===== src/rtl/uart_tx_arbiter_pkg.sv =====
// uart_tx_arbiter_pkg
//   Shared types and helpers for the UART transmit arbiter.
//   - arb_state_t : arbiter FSM states
//   - UART_DATA_W : default byte width presented to the serializer
//   - RR_MAX_N    : widest requester vector rr_pick handles
//   - rr_pick     : round-robin winner search, returns a one-hot vector
package uart_tx_arbiter_pkg;

  typedef enum logic [1:0] {
    IDLE,
    LOAD,
    LAUNCH,
    WAIT_DONE
  } arb_state_t;

  localparam int UART_DATA_W = 8;
  localparam int RR_MAX_N    = 8;

  // Search upward from ptr+1 (mod n) and return the first set request
  // as a one-hot vector. Only the low n bits of req are considered.
  function automatic logic [RR_MAX_N-1:0] rr_pick(input logic [RR_MAX_N-1:0] req,
                                                  input int n,
                                                  input int ptr);
    logic [RR_MAX_N-1:0] win;
    int idx;
    win = '0;
    for (int k = 1; k <= RR_MAX_N; k++) begin
      if (k <= n) begin
        idx = (ptr + k) % n;
        if (win == '0 && req[idx]) win[idx] = 1'b1;
      end
    end
    return win;
  endfunction

endpackage


===== src/rtl/uart_tx_arbiter_if.sv =====
// uart_tx_arbiter_if
//   Requester and serializer signals of the UART transmit arbiter.
//   req_valid/req_data/req_last/req_ready : per-requester byte stream
//   grant/active_id                        : current owner
//   tx_start/tx_data/tx_busy/tx_done       : serializer handshake
//   timeout_err                            : watchdog revocation pulse
//   Modports: slave (the arbiter), master (requesters + serializer side).
interface uart_tx_arbiter_if
  import uart_tx_arbiter_pkg::*;
#(
  parameter int NUM_REQ = 4,
  parameter int DATA_W  = UART_DATA_W
);
  localparam int IW = $clog2(NUM_REQ);

  logic [NUM_REQ-1:0]        req_valid;
  logic [NUM_REQ*DATA_W-1:0] req_data;
  logic [NUM_REQ-1:0]        req_last;
  logic [NUM_REQ-1:0]        req_ready;
  logic [NUM_REQ-1:0]        grant;
  logic [IW-1:0]             active_id;
  logic                      tx_start;
  logic [DATA_W-1:0]         tx_data;
  logic                      tx_busy;
  logic                      tx_done;
  logic                      timeout_err;

  modport slave (
    input  req_valid, req_data, req_last, tx_busy, tx_done,
    output req_ready, grant, active_id, tx_start, tx_data, timeout_err
  );

  modport master (
    output req_valid, req_data, req_last, tx_busy, tx_done,
    input  req_ready, grant, active_id, tx_start, tx_data, timeout_err
  );

endinterface


===== src/rtl/uart_tx_arbiter_rr_arbiter.sv =====
// rr_arbiter
//   Combinational round-robin pick among N requests, starting the search
//   just above ptr.
//   req     : request vector
//   ptr     : index of the most recent owner (lowest priority)
//   gnt     : one-hot winner, zero when no request is set
//   gnt_idx : index of the winner, zero when no request is set
module rr_arbiter
  import uart_tx_arbiter_pkg::*;
#(
  parameter int N  = 4,
  parameter int IW = $clog2(N)
) (
  input  logic [N-1:0]  req,
  input  logic [IW-1:0] ptr,
  output logic [N-1:0]  gnt,
  output logic [IW-1:0] gnt_idx
);

  logic [RR_MAX_N-1:0] req_pad;
  logic [RR_MAX_N-1:0] pick;

  always_comb begin
    req_pad        = '0;
    req_pad[N-1:0] = req;
    pick           = rr_pick(req_pad, N, int'(ptr));
    gnt            = pick[N-1:0];
    gnt_idx        = '0;
    for (int i = 0; i < RR_MAX_N; i++) begin
      if (pick[i]) gnt_idx = IW'(i);
    end
  end

endmodule


===== src/rtl/uart_tx_arbiter.sv =====
// uart_tx_arbiter
//   Shares one UART serializer between NUM_REQ byte-stream requesters with
//   packet-granular round-robin arbitration and a stall watchdog.
//   clk, rst : clock, synchronous active-high reset
//   bus      : uart_tx_arbiter_if.slave (requester streams, grant/active_id,
//              serializer start/data/busy/done, timeout_err)
module uart_tx_arbiter
  import uart_tx_arbiter_pkg::*;
#(
  parameter int NUM_REQ        = 4,
  parameter int DATA_W         = UART_DATA_W,
  parameter int TIMEOUT_CYCLES = 1024
) (
  input logic             clk,
  input logic             rst,
  uart_tx_arbiter_if.slave bus
);

  localparam int IW = $clog2(NUM_REQ);
  localparam int TW = (TIMEOUT_CYCLES > 0) ? $clog2(TIMEOUT_CYCLES + 1) : 1;
  localparam logic [TW-1:0] TO_LAST = (TIMEOUT_CYCLES > 0) ? TW'(TIMEOUT_CYCLES - 1) : '0;
  localparam bit WD_EN = (TIMEOUT_CYCLES != 0);

  arb_state_t          state_q, state_d;
  logic [NUM_REQ-1:0]  grant_q, grant_d;
  logic [IW-1:0]       id_q, id_d;
  logic [IW-1:0]       ptr_q, ptr_d;
  logic                tx_start_q, tx_start_d;
  logic [DATA_W-1:0]   tx_data_q, tx_data_d;
  logic                last_q, last_d;
  logic [TW-1:0]       cnt_q, cnt_d;
  logic                terr_q, terr_d;
  logic [NUM_REQ-1:0]  req_ready;
  logic [NUM_REQ-1:0]  win;
  logic [IW-1:0]       win_idx;
  logic                accept;

  // The stall counter holds at all-ones instead of wrapping.
  function automatic logic [TW-1:0] sat_inc(input logic [TW-1:0] v);
    return (v == '1) ? v : v + 1'b1;
  endfunction

  rr_arbiter #(.N(NUM_REQ), .IW(IW)) u_rr (
    .req     (bus.req_valid),
    .ptr     (ptr_q),
    .gnt     (win),
    .gnt_idx (win_idx)
  );

  always_comb begin
    state_d    = state_q;
    grant_d    = grant_q;
    id_d       = id_q;
    ptr_d      = ptr_q;
    tx_start_d = 1'b0;
    tx_data_d  = tx_data_q;
    last_d     = last_q;
    cnt_d      = cnt_q;
    terr_d     = 1'b0;
    req_ready  = '0;
    if (state_q == LOAD && !bus.tx_busy) req_ready = grant_q & bus.req_valid;
    accept = |req_ready;

    case (state_q)
      IDLE: begin
        if (|bus.req_valid) begin
          grant_d = win;
          id_d    = win_idx;
          cnt_d   = '0;
          state_d = LOAD;
        end
      end
      LOAD: begin
        if (accept) begin
          tx_data_d  = bus.req_data[id_q*DATA_W +: DATA_W];
          last_d     = bus.req_last[id_q];
          tx_start_d = 1'b1;
          cnt_d      = '0;
          state_d    = LAUNCH;
        end else if (!bus.req_valid[id_q]) begin
          if (WD_EN && cnt_q == TO_LAST) begin
            // Stalled owner: revoke and drop it to lowest priority.
            terr_d  = 1'b1;
            grant_d = '0;
            id_d    = '0;
            ptr_d   = id_q;
            cnt_d   = '0;
            state_d = IDLE;
          end else begin
            cnt_d = sat_inc(cnt_q);
          end
        end
      end
      LAUNCH, WAIT_DONE: begin
        // tx_done is honoured in LAUNCH too, for serializers that finish
        // before busy is ever observed.
        if (bus.tx_done) begin
          if (last_q) begin
            grant_d = '0;
            id_d    = '0;
            ptr_d   = id_q;
            state_d = IDLE;
          end else begin
            state_d = LOAD;
          end
        end else if (state_q == LAUNCH && bus.tx_busy) begin
          state_d = WAIT_DONE;
        end
      end
      default: state_d = IDLE;
    endcase
  end

  always_ff @(posedge clk) begin
    if (rst) begin
      state_q    <= IDLE;
      grant_q    <= '0;
      id_q       <= '0;
      ptr_q      <= IW'(NUM_REQ - 1);
      tx_start_q <= 1'b0;
      tx_data_q  <= '0;
      last_q     <= 1'b0;
      cnt_q      <= '0;
      terr_q     <= 1'b0;
    end else begin
      state_q    <= state_d;
      grant_q    <= grant_d;
      id_q       <= id_d;
      ptr_q      <= ptr_d;
      tx_start_q <= tx_start_d;
      tx_data_q  <= tx_data_d;
      last_q     <= last_d;
      cnt_q      <= cnt_d;
      terr_q     <= terr_d;
    end
  end

  assign bus.req_ready   = req_ready;
  assign bus.grant       = grant_q;
  assign bus.active_id   = id_q;
  assign bus.tx_start    = tx_start_q;
  assign bus.tx_data     = tx_data_q;
  assign bus.timeout_err = terr_q;

endmodule


===== src/flat_wrapper.sv =====
// flat-port wrapper written by rule: the top's interface ports become plain ports
module uart_tx_arbiter_flat import uart_tx_arbiter_pkg::*;
#(
  parameter int NUM_REQ        = 4,
  parameter int DATA_W         = UART_DATA_W,
  parameter int TIMEOUT_CYCLES = 1024
)
  (clk, rst, bus_req_valid, bus_req_data, bus_req_last, bus_tx_busy, bus_tx_done, bus_req_ready, bus_grant, bus_active_id, bus_tx_start, bus_tx_data, bus_timeout_err);
  uart_tx_arbiter_if #(.NUM_REQ(NUM_REQ), .DATA_W(DATA_W)) bus_i ();
  input logic clk;
  input logic rst;
  input wire logic [$bits(bus_i.req_valid)-1:0] bus_req_valid;
  input wire logic [$bits(bus_i.req_data)-1:0] bus_req_data;
  input wire logic [$bits(bus_i.req_last)-1:0] bus_req_last;
  input wire logic [$bits(bus_i.tx_busy)-1:0] bus_tx_busy;
  input wire logic [$bits(bus_i.tx_done)-1:0] bus_tx_done;
  output wire logic [$bits(bus_i.req_ready)-1:0] bus_req_ready;
  output wire logic [$bits(bus_i.grant)-1:0] bus_grant;
  output wire logic [$bits(bus_i.active_id)-1:0] bus_active_id;
  output wire logic [$bits(bus_i.tx_start)-1:0] bus_tx_start;
  output wire logic [$bits(bus_i.tx_data)-1:0] bus_tx_data;
  output wire logic [$bits(bus_i.timeout_err)-1:0] bus_timeout_err;
  assign bus_i.req_valid = bus_req_valid;
  assign bus_i.req_data = bus_req_data;
  assign bus_i.req_last = bus_req_last;
  assign bus_i.tx_busy = bus_tx_busy;
  assign bus_i.tx_done = bus_tx_done;
  assign bus_req_ready = bus_i.req_ready;
  assign bus_grant = bus_i.grant;
  assign bus_active_id = bus_i.active_id;
  assign bus_tx_start = bus_i.tx_start;
  assign bus_tx_data = bus_i.tx_data;
  assign bus_timeout_err = bus_i.timeout_err;
  uart_tx_arbiter #(.NUM_REQ(NUM_REQ), .DATA_W(DATA_W), .TIMEOUT_CYCLES(TIMEOUT_CYCLES)) u_core (.clk(clk), .rst(rst), .bus(bus_i));
endmodule

===== config.mk =====
export PLATFORM = sky130hd
export DESIGN_NAME = uart_tx_arbiter_flat
export DESIGN_NICKNAME = d
export VERILOG_FILES = /design/src/rtl/uart_tx_arbiter_pkg.sv /design/src/rtl/uart_tx_arbiter_if.sv /design/src/rtl/uart_tx_arbiter_rr_arbiter.sv /design/src/rtl/uart_tx_arbiter.sv /design/src/flat_wrapper.sv
export SDC_FILE = /design/constraint.sdc
export NUM_CORES = 1
export LEC_CHECK = 0
export BUFFER_PORTS_ARGS = -buffer_cell sky130_fd_sc_hd__buf_2
export CORE_MARGIN = 5
export CORE_UTILIZATION = 45
export CTS_CLUSTER_DIAMETER = 150
export CTS_CLUSTER_SIZE = 16
export DETAILED_ROUTE_END_ITERATION = 12
export GPL_TIMING_DRIVEN = 0
export PLACE_DENSITY = 0.72
export SYNTH_ARGS = -nofsm -noshare
export SYNTH_HDL_FRONTEND = slang
export SYNTH_HIERARCHICAL = 1
export SYNTH_SLANG_ARGS = --single-unit

===== constraint.sdc =====
create_clock -name clk -period 5.22 [get_ports clk]
set_input_delay 0.522 -clock clk [delete_from_list [all_inputs] [get_ports clk]]
set_output_delay 0.522 -clock clk [all_outputs]
set_load 0.02 [all_outputs]

; ---- Yosys cells after proc, flatten, opt, wreduce, memory -nomap -nowiden
; Cells that the tools add are included.
; Widths: inputs -> output; s select.
[word_totals]
regBits = 32
latchBits = 0
mem_bits_rw = 0
mem_bits_ro = 0
in_bits = 44
out_inout_bits = 20
memories = 0
[classes]
n_addsub = 5
multipliers = 0
n_div = 0
order_cmp = 9
eq_ne = 15
shift = 1
mux = 70
n_bitwise = 9
reduce_logical = 30
[ops]
columns = op, n
row1 = $mux 11, 5
row2 = $mux 2, 21
row3 = $mux 8, 4
row4 = $shiftx 32x6->8, 1
row5 = $mux 4, 7
row6 = $logic_not 8->1, 3
row7 = $or 8x8->8, 3
row8 = $pmux 11 s2, 1
row9 = $lt 3x5->1 const B, 4
row10 = $mux 1, 18
row11 = $bmux 1 s3, 4
row12 = $demux 1 s3, 4
row13 = $ge 3x1->1 const B, 4
row14 = $pmux 2 s3, 2
row15 = $pmux 4 s3, 1
row16 = $reduce_and 6->1, 2
row17 = $reduce_or 2->1, 6
row18 = $add 11x1->11 const B, 1
row19 = $eq 11x10->1 const B, 1
row20 = $eq 11x11->1 const B, 1
row21 = $logic_and 1x1->1, 9
row22 = $ne 3x2->1 const B, 3
row23 = $ne 2x2->1 const B, 4
row24 = $reduce_and 4->1, 2
row25 = other kinds (18), 28

; ---- Logic depth before layout (Yosys ltp)
[logic_depth]
ltp_word = 26
depth_mapped = 10
mapped_depth_nobuf = 9

; ---- Modules after synthesis
; The synthesis kept the hierarchy.
[by_module_without_submodules]
columns = module, n_inst, cells_each, area_each_um2, seq_area_each_um2
row1 = uart_tx_arbiter, 1, 193, 1742.9, 640.6
row2 = rr_arbiter, 1, 58, 545.5, 0.0

; ---- Least setup slack after synthesis
; Ideal clock, no wire load.
[synth_path]
path_kind = register to register
from = register u_core.ptr_q[1]
to = register u_core.id_q[0], in the netlist u_core/bus.active_id[0]
setup_time_ns = 0.117
arrival_ns = 2.470
slack_ns = 2.634
stages_incl_launch_ff = 9
n_path_buf = 0
period_less_slack_ns = 2.586
cell_sequence = dfxtp_1 -> inv_1 -> ha_1 -> mux4_2 -> o31a_1 -> o311a_4 -> and3_4 -> a211o_1 -> a22o_1
[synth_via]
elab_chain_len = 26
elab_cells_between_ends = 66
cone_classes = add/sub: 4 / order compare: 8 / mux: 33 / bitwise: 7 / reduce/logical: 14
[synth_lines]
columns = element, line
row1 = "start, declared", uart_tx_arbiter.sv:27  ; logic [IW-1:0] ptr_q, ptr_d;
row2 = "start signal, assigned", uart_tx_arbiter.sv:119  ; ptr_q <= IW'(NUM_REQ - 1);
row3 = "start signal, assigned", uart_tx_arbiter.sv:129  ; ptr_q <= ptr_d;
row4 = $add 2x1->2, uart_tx_arbiter_pkg.sv:29  ; idx = (ptr + k) % n;
row5 = $reduce_or 2->1 (no source line), -
row6 = $and 1x1->1 (no source line), -
row7 = $lt 3x5->1 (implied by the code) or $ge 3x1->1 (tied branches), uart_tx_arbiter_pkg.sv:30  ; if (win == '0 && req[idx]) win[idx] = 1'b1;
row8 = $logic_and 1x1->1 (implied by the code), uart_tx_arbiter_pkg.sv:30
row9 = $mux 1 (implied by the code), uart_tx_arbiter_pkg.sv:30
row10 = $demux 1 s3, uart_tx_arbiter_pkg.sv:30
row11 = $mux 8, uart_tx_arbiter_pkg.sv:30
row12 = [7 not listed], -
row13 = $logic_and 1x1->1, uart_tx_arbiter_pkg.sv:30
row14 = $mux 8 *, uart_tx_arbiter_pkg.sv:30
row15 = $mux 1, uart_tx_arbiter_rr_arbiter.sv:30  ; if (pick[i]) gnt_idx = IW'(i);
row16 = $mux 2 (5 in a row), uart_tx_arbiter_rr_arbiter.sv:30
row17 = $mux 2 *, uart_tx_arbiter_rr_arbiter.sv:30
row18 = via u_core.win_idx[0], uart_tx_arbiter.sv:35  ; logic [IW-1:0] win_idx;
row19 = $mux 2 *, uart_tx_arbiter.sv:66  ; if (|bus.req_valid) begin
row20 = $pmux 2 s3 *, uart_tx_arbiter.sv:64  ; case (state_q)
row21 = "end signal, assigned", uart_tx_arbiter.sv:128  ; id_q <= id_d;
row22 = "end, declared", uart_tx_arbiter.sv:26  ; logic [IW-1:0] id_q, id_d;
; Mark *: on every way through the listed nets, which the timed path passes. The rest lies on a longest branch. The select of a mux whose other input is x is not followed.
; A chain may end at the register's enable or synchronous reset.

; ---- Final worst setup path
; Ends and elaborated chain as after synthesis.

==> results.ini <==
[run_status]
outcome=completed

[finish]
syn_to_final_growth_pct=22.25
multi_input_area_mm2=0.001570
register_area_um2=640.6
finalNetCount=373
diodes=0
fillCellCount=488
layout-drive-gt1-share_pct=31.46

[drt]
wl_um=5898
drt_pre_antenna_iters=4
drt_iter0_drc=110
postRouteAntennaNets=0
wire_per_inst_um=15.08
drc=0
vias=2291
via_per_inst=5.859

[setup_path]
worst-path-buf-inv=1
critPathRequiredTime_ns=5.40
cpPeakStageDelay_ns=0.56
crit_fanout=10
cp-start-kind=register
crit_family=compound AO/OA/AOI/OAI gates
path_cells=inv_1, ha_1, mux4_2, nor2b_4, and3_4, a221oi_2, nor2_1, a211o_1, a22o_1
worstSetupPathType=register to register
cp-end-kind=register
crit_arrival_ns=3.06
worst_path_max_delay_cell=dfxtp_1

[yosys]
yosysTopAreaCell=dfxtp_1
synth_commonest_cells=nand2_1, dfxtp_1, a21oi_1
synthCells=251
ys_seq_area_share_pct=27.99
syn-cell-area_mm2=0.002288
avgSynthCellArea_um2=9.117
synth_edf_count=0
async_flop_share_pct=0
yosysWarnings=6
synth_cell_types=62
synth_seq_cells=32
syn_nets=304
yosysTopAreaCellShare_pct=27.99
yosys_most_used_dff=dfxtp_1
synth.area.top_cells=dfxtp_1, mux4_2, nand2_1, ha_1, a21oi_1
synth.most_common_cell=nand2_1

[global_routing]
grt_pass1_vias=2125
antenna_found_initial=0
grt_usage_pct=18.68
grt_max_degree=12
overflow=0
grt_pass1_wl_um=9839

[placed_design]
numPortBuffers=62
dp_hpwl_um=4521
gp_congestion=0.8946
pre_cts_ws_ns=2.355

[floorplanning]
die_area_mm2=0.006611
dieWidth_um=81.31
start_util_pct=45.68
die_y_um=81.31
ioPinCount=64
row_count=26
core_mm2=0.005010

[power]
power_leakage_nw=1.157
peakVddDrop_v=0.0001182
p_per_area_mw_per_mm2=222.8

[timing]
period_share_pct=55.27
final.setup_skew_ns=0.009023
setup_viol=0
maxSlewViolCount=0
max_slew_margin_pct=39.35
period_minus_slack_ns=2.885
tightest_slew_ns=0.9014
rsz0062_at_grt=no
hold_viol_final=0
fin_tns_setup_ns=0
max_freq_mhz=346.6
layout_setup_ws_ns=2.335

[cts]
cts_resized=0
path_clk_slew_ns=0.08
clockBufferDepth=2
cts_hold_buf=0
post_cts_buffers=0
cts_tree=yes
numCtsBuffers=5
clk_latency_ns=0.28
cts.sinks=32
cts_root_buf=clkbuf_8
htreeDepth=2

[min_path]
hp-class=register to register

[flow_run]
maxCapViolCount=0

cell type report:
class | instances | share of cell area (%)
timing repair buffer | 62 | 11.09
clock inverter | 3 | 1.521
buffer | 11 | 1.834
inverter | 7 | 0.9392
multi-input combinational | 201 | 56.13
sequential | 32 | 22.90
tap | 70 | 3.131
clock buffer | 5 | 2.460
layout by cell type (no fill, tap or decap), drive strengths merged, types with 7 or more instances in the layout:
| master | Yosys | routed |
|---|---|---|
| a21oi | 18 | 18 |
| ha | 9 | 9 |
| inv | 7 | 7 |
| nor2 | 10 | 10 |
| and3 | 9 | 9 |
| clkbuf | 8 | 13 |
| o21ai | 15 | 15 |
| mux4 | 14 | 14 |
| nand2 | 34 | 34 |
| buf | 3 | 65 |
| dfxtp | 32 | 32 |
flip-flops by register name, summed over array words and instances (netlist names):
name / cells
u_core/cnt_q: 11
u_core/bus.tx_data: 8
u_core/bus.grant: 4
u_core/bus.active_id: 2
u_core/ptr_q: 2
u_core/state_q: 2
u_core/bus.timeout_err: 1
u_core/bus.tx_start: 1
u_core/last_q: 1
layer usage:
metal | global-route usage [%] | routed length (um) | part of all wire, % | vias up
met2 | 31.03 | 2941 | 50 | 76
met3 | 3.437 | 307 | 5.2 | 5
li1 | - | - | - | 1120
met1 | 24.91 | 2594 | 44 | 1090
met4 | 4.730 | 54 | 0.92 | 0
met5 | 0 | 0 | 0 | -
cells by family (layout without fill, tap and decap cells):
group,count (synthesis),in the layout,share of synthesized area (%)
DFF,32,32,27.99
buffers and inverters,18,88,3.390
and+or+nand+nor,92,92,21.65
AOI/OAI and AO/OA,83,83,26.74
muxes,17,17,15.31
adders and majority gates,9,9,4.921
per-stage QoR:
step	utilization (%)	hold WS, ns	total power, mW	area, um^2	std cells
5_1_grt	55.84	0.4783	0.6507	2798	391
3_5_place_dp	53.62	0.4434	0.3907	2686	383
2_1_floorplan	-	0.4406	0.3479	2288	251
3_3_place_gp	53.62	0.4396	0.3887	2686	383
6_report	55.84	0.4511	0.6232	2798	391
4_1_cts	55.84	0.4536	0.6261	2798	391
report_power, final:
part	switching, mW	total (mW)	internal [mW]
Combinational	0.0691	0.127	0.0582
Sequential	0.00755	0.259	0.251
Clock	0.0958	0.237	0.141
Total	0.172	0.623	0.451
worst paths after layout:
check / slack (ns) / start / end / cells after the start
worst max-delay path: 2.33 / u_core/ptr_q[1] / u_core/bus.active_id[0] / 9
worst min-delay path: 0.45 / u_core/bus.tx_data[6] / u_core/bus.tx_data[6] / 2
worst max register to register: 2.33 / u_core/ptr_q[1] / u_core/bus.active_id[0] / 9
worst min register to register: 0.45 / u_core/bus.tx_data[6] / u_core/bus.tx_data[6] / 2
worst min-delay path: stages, from the launching register on:
cell     delay (ns)
dfxtp_1        0.31
nand2_1        0.05
a21oi_1        0.05
Power figures use the tool's default switching activity.
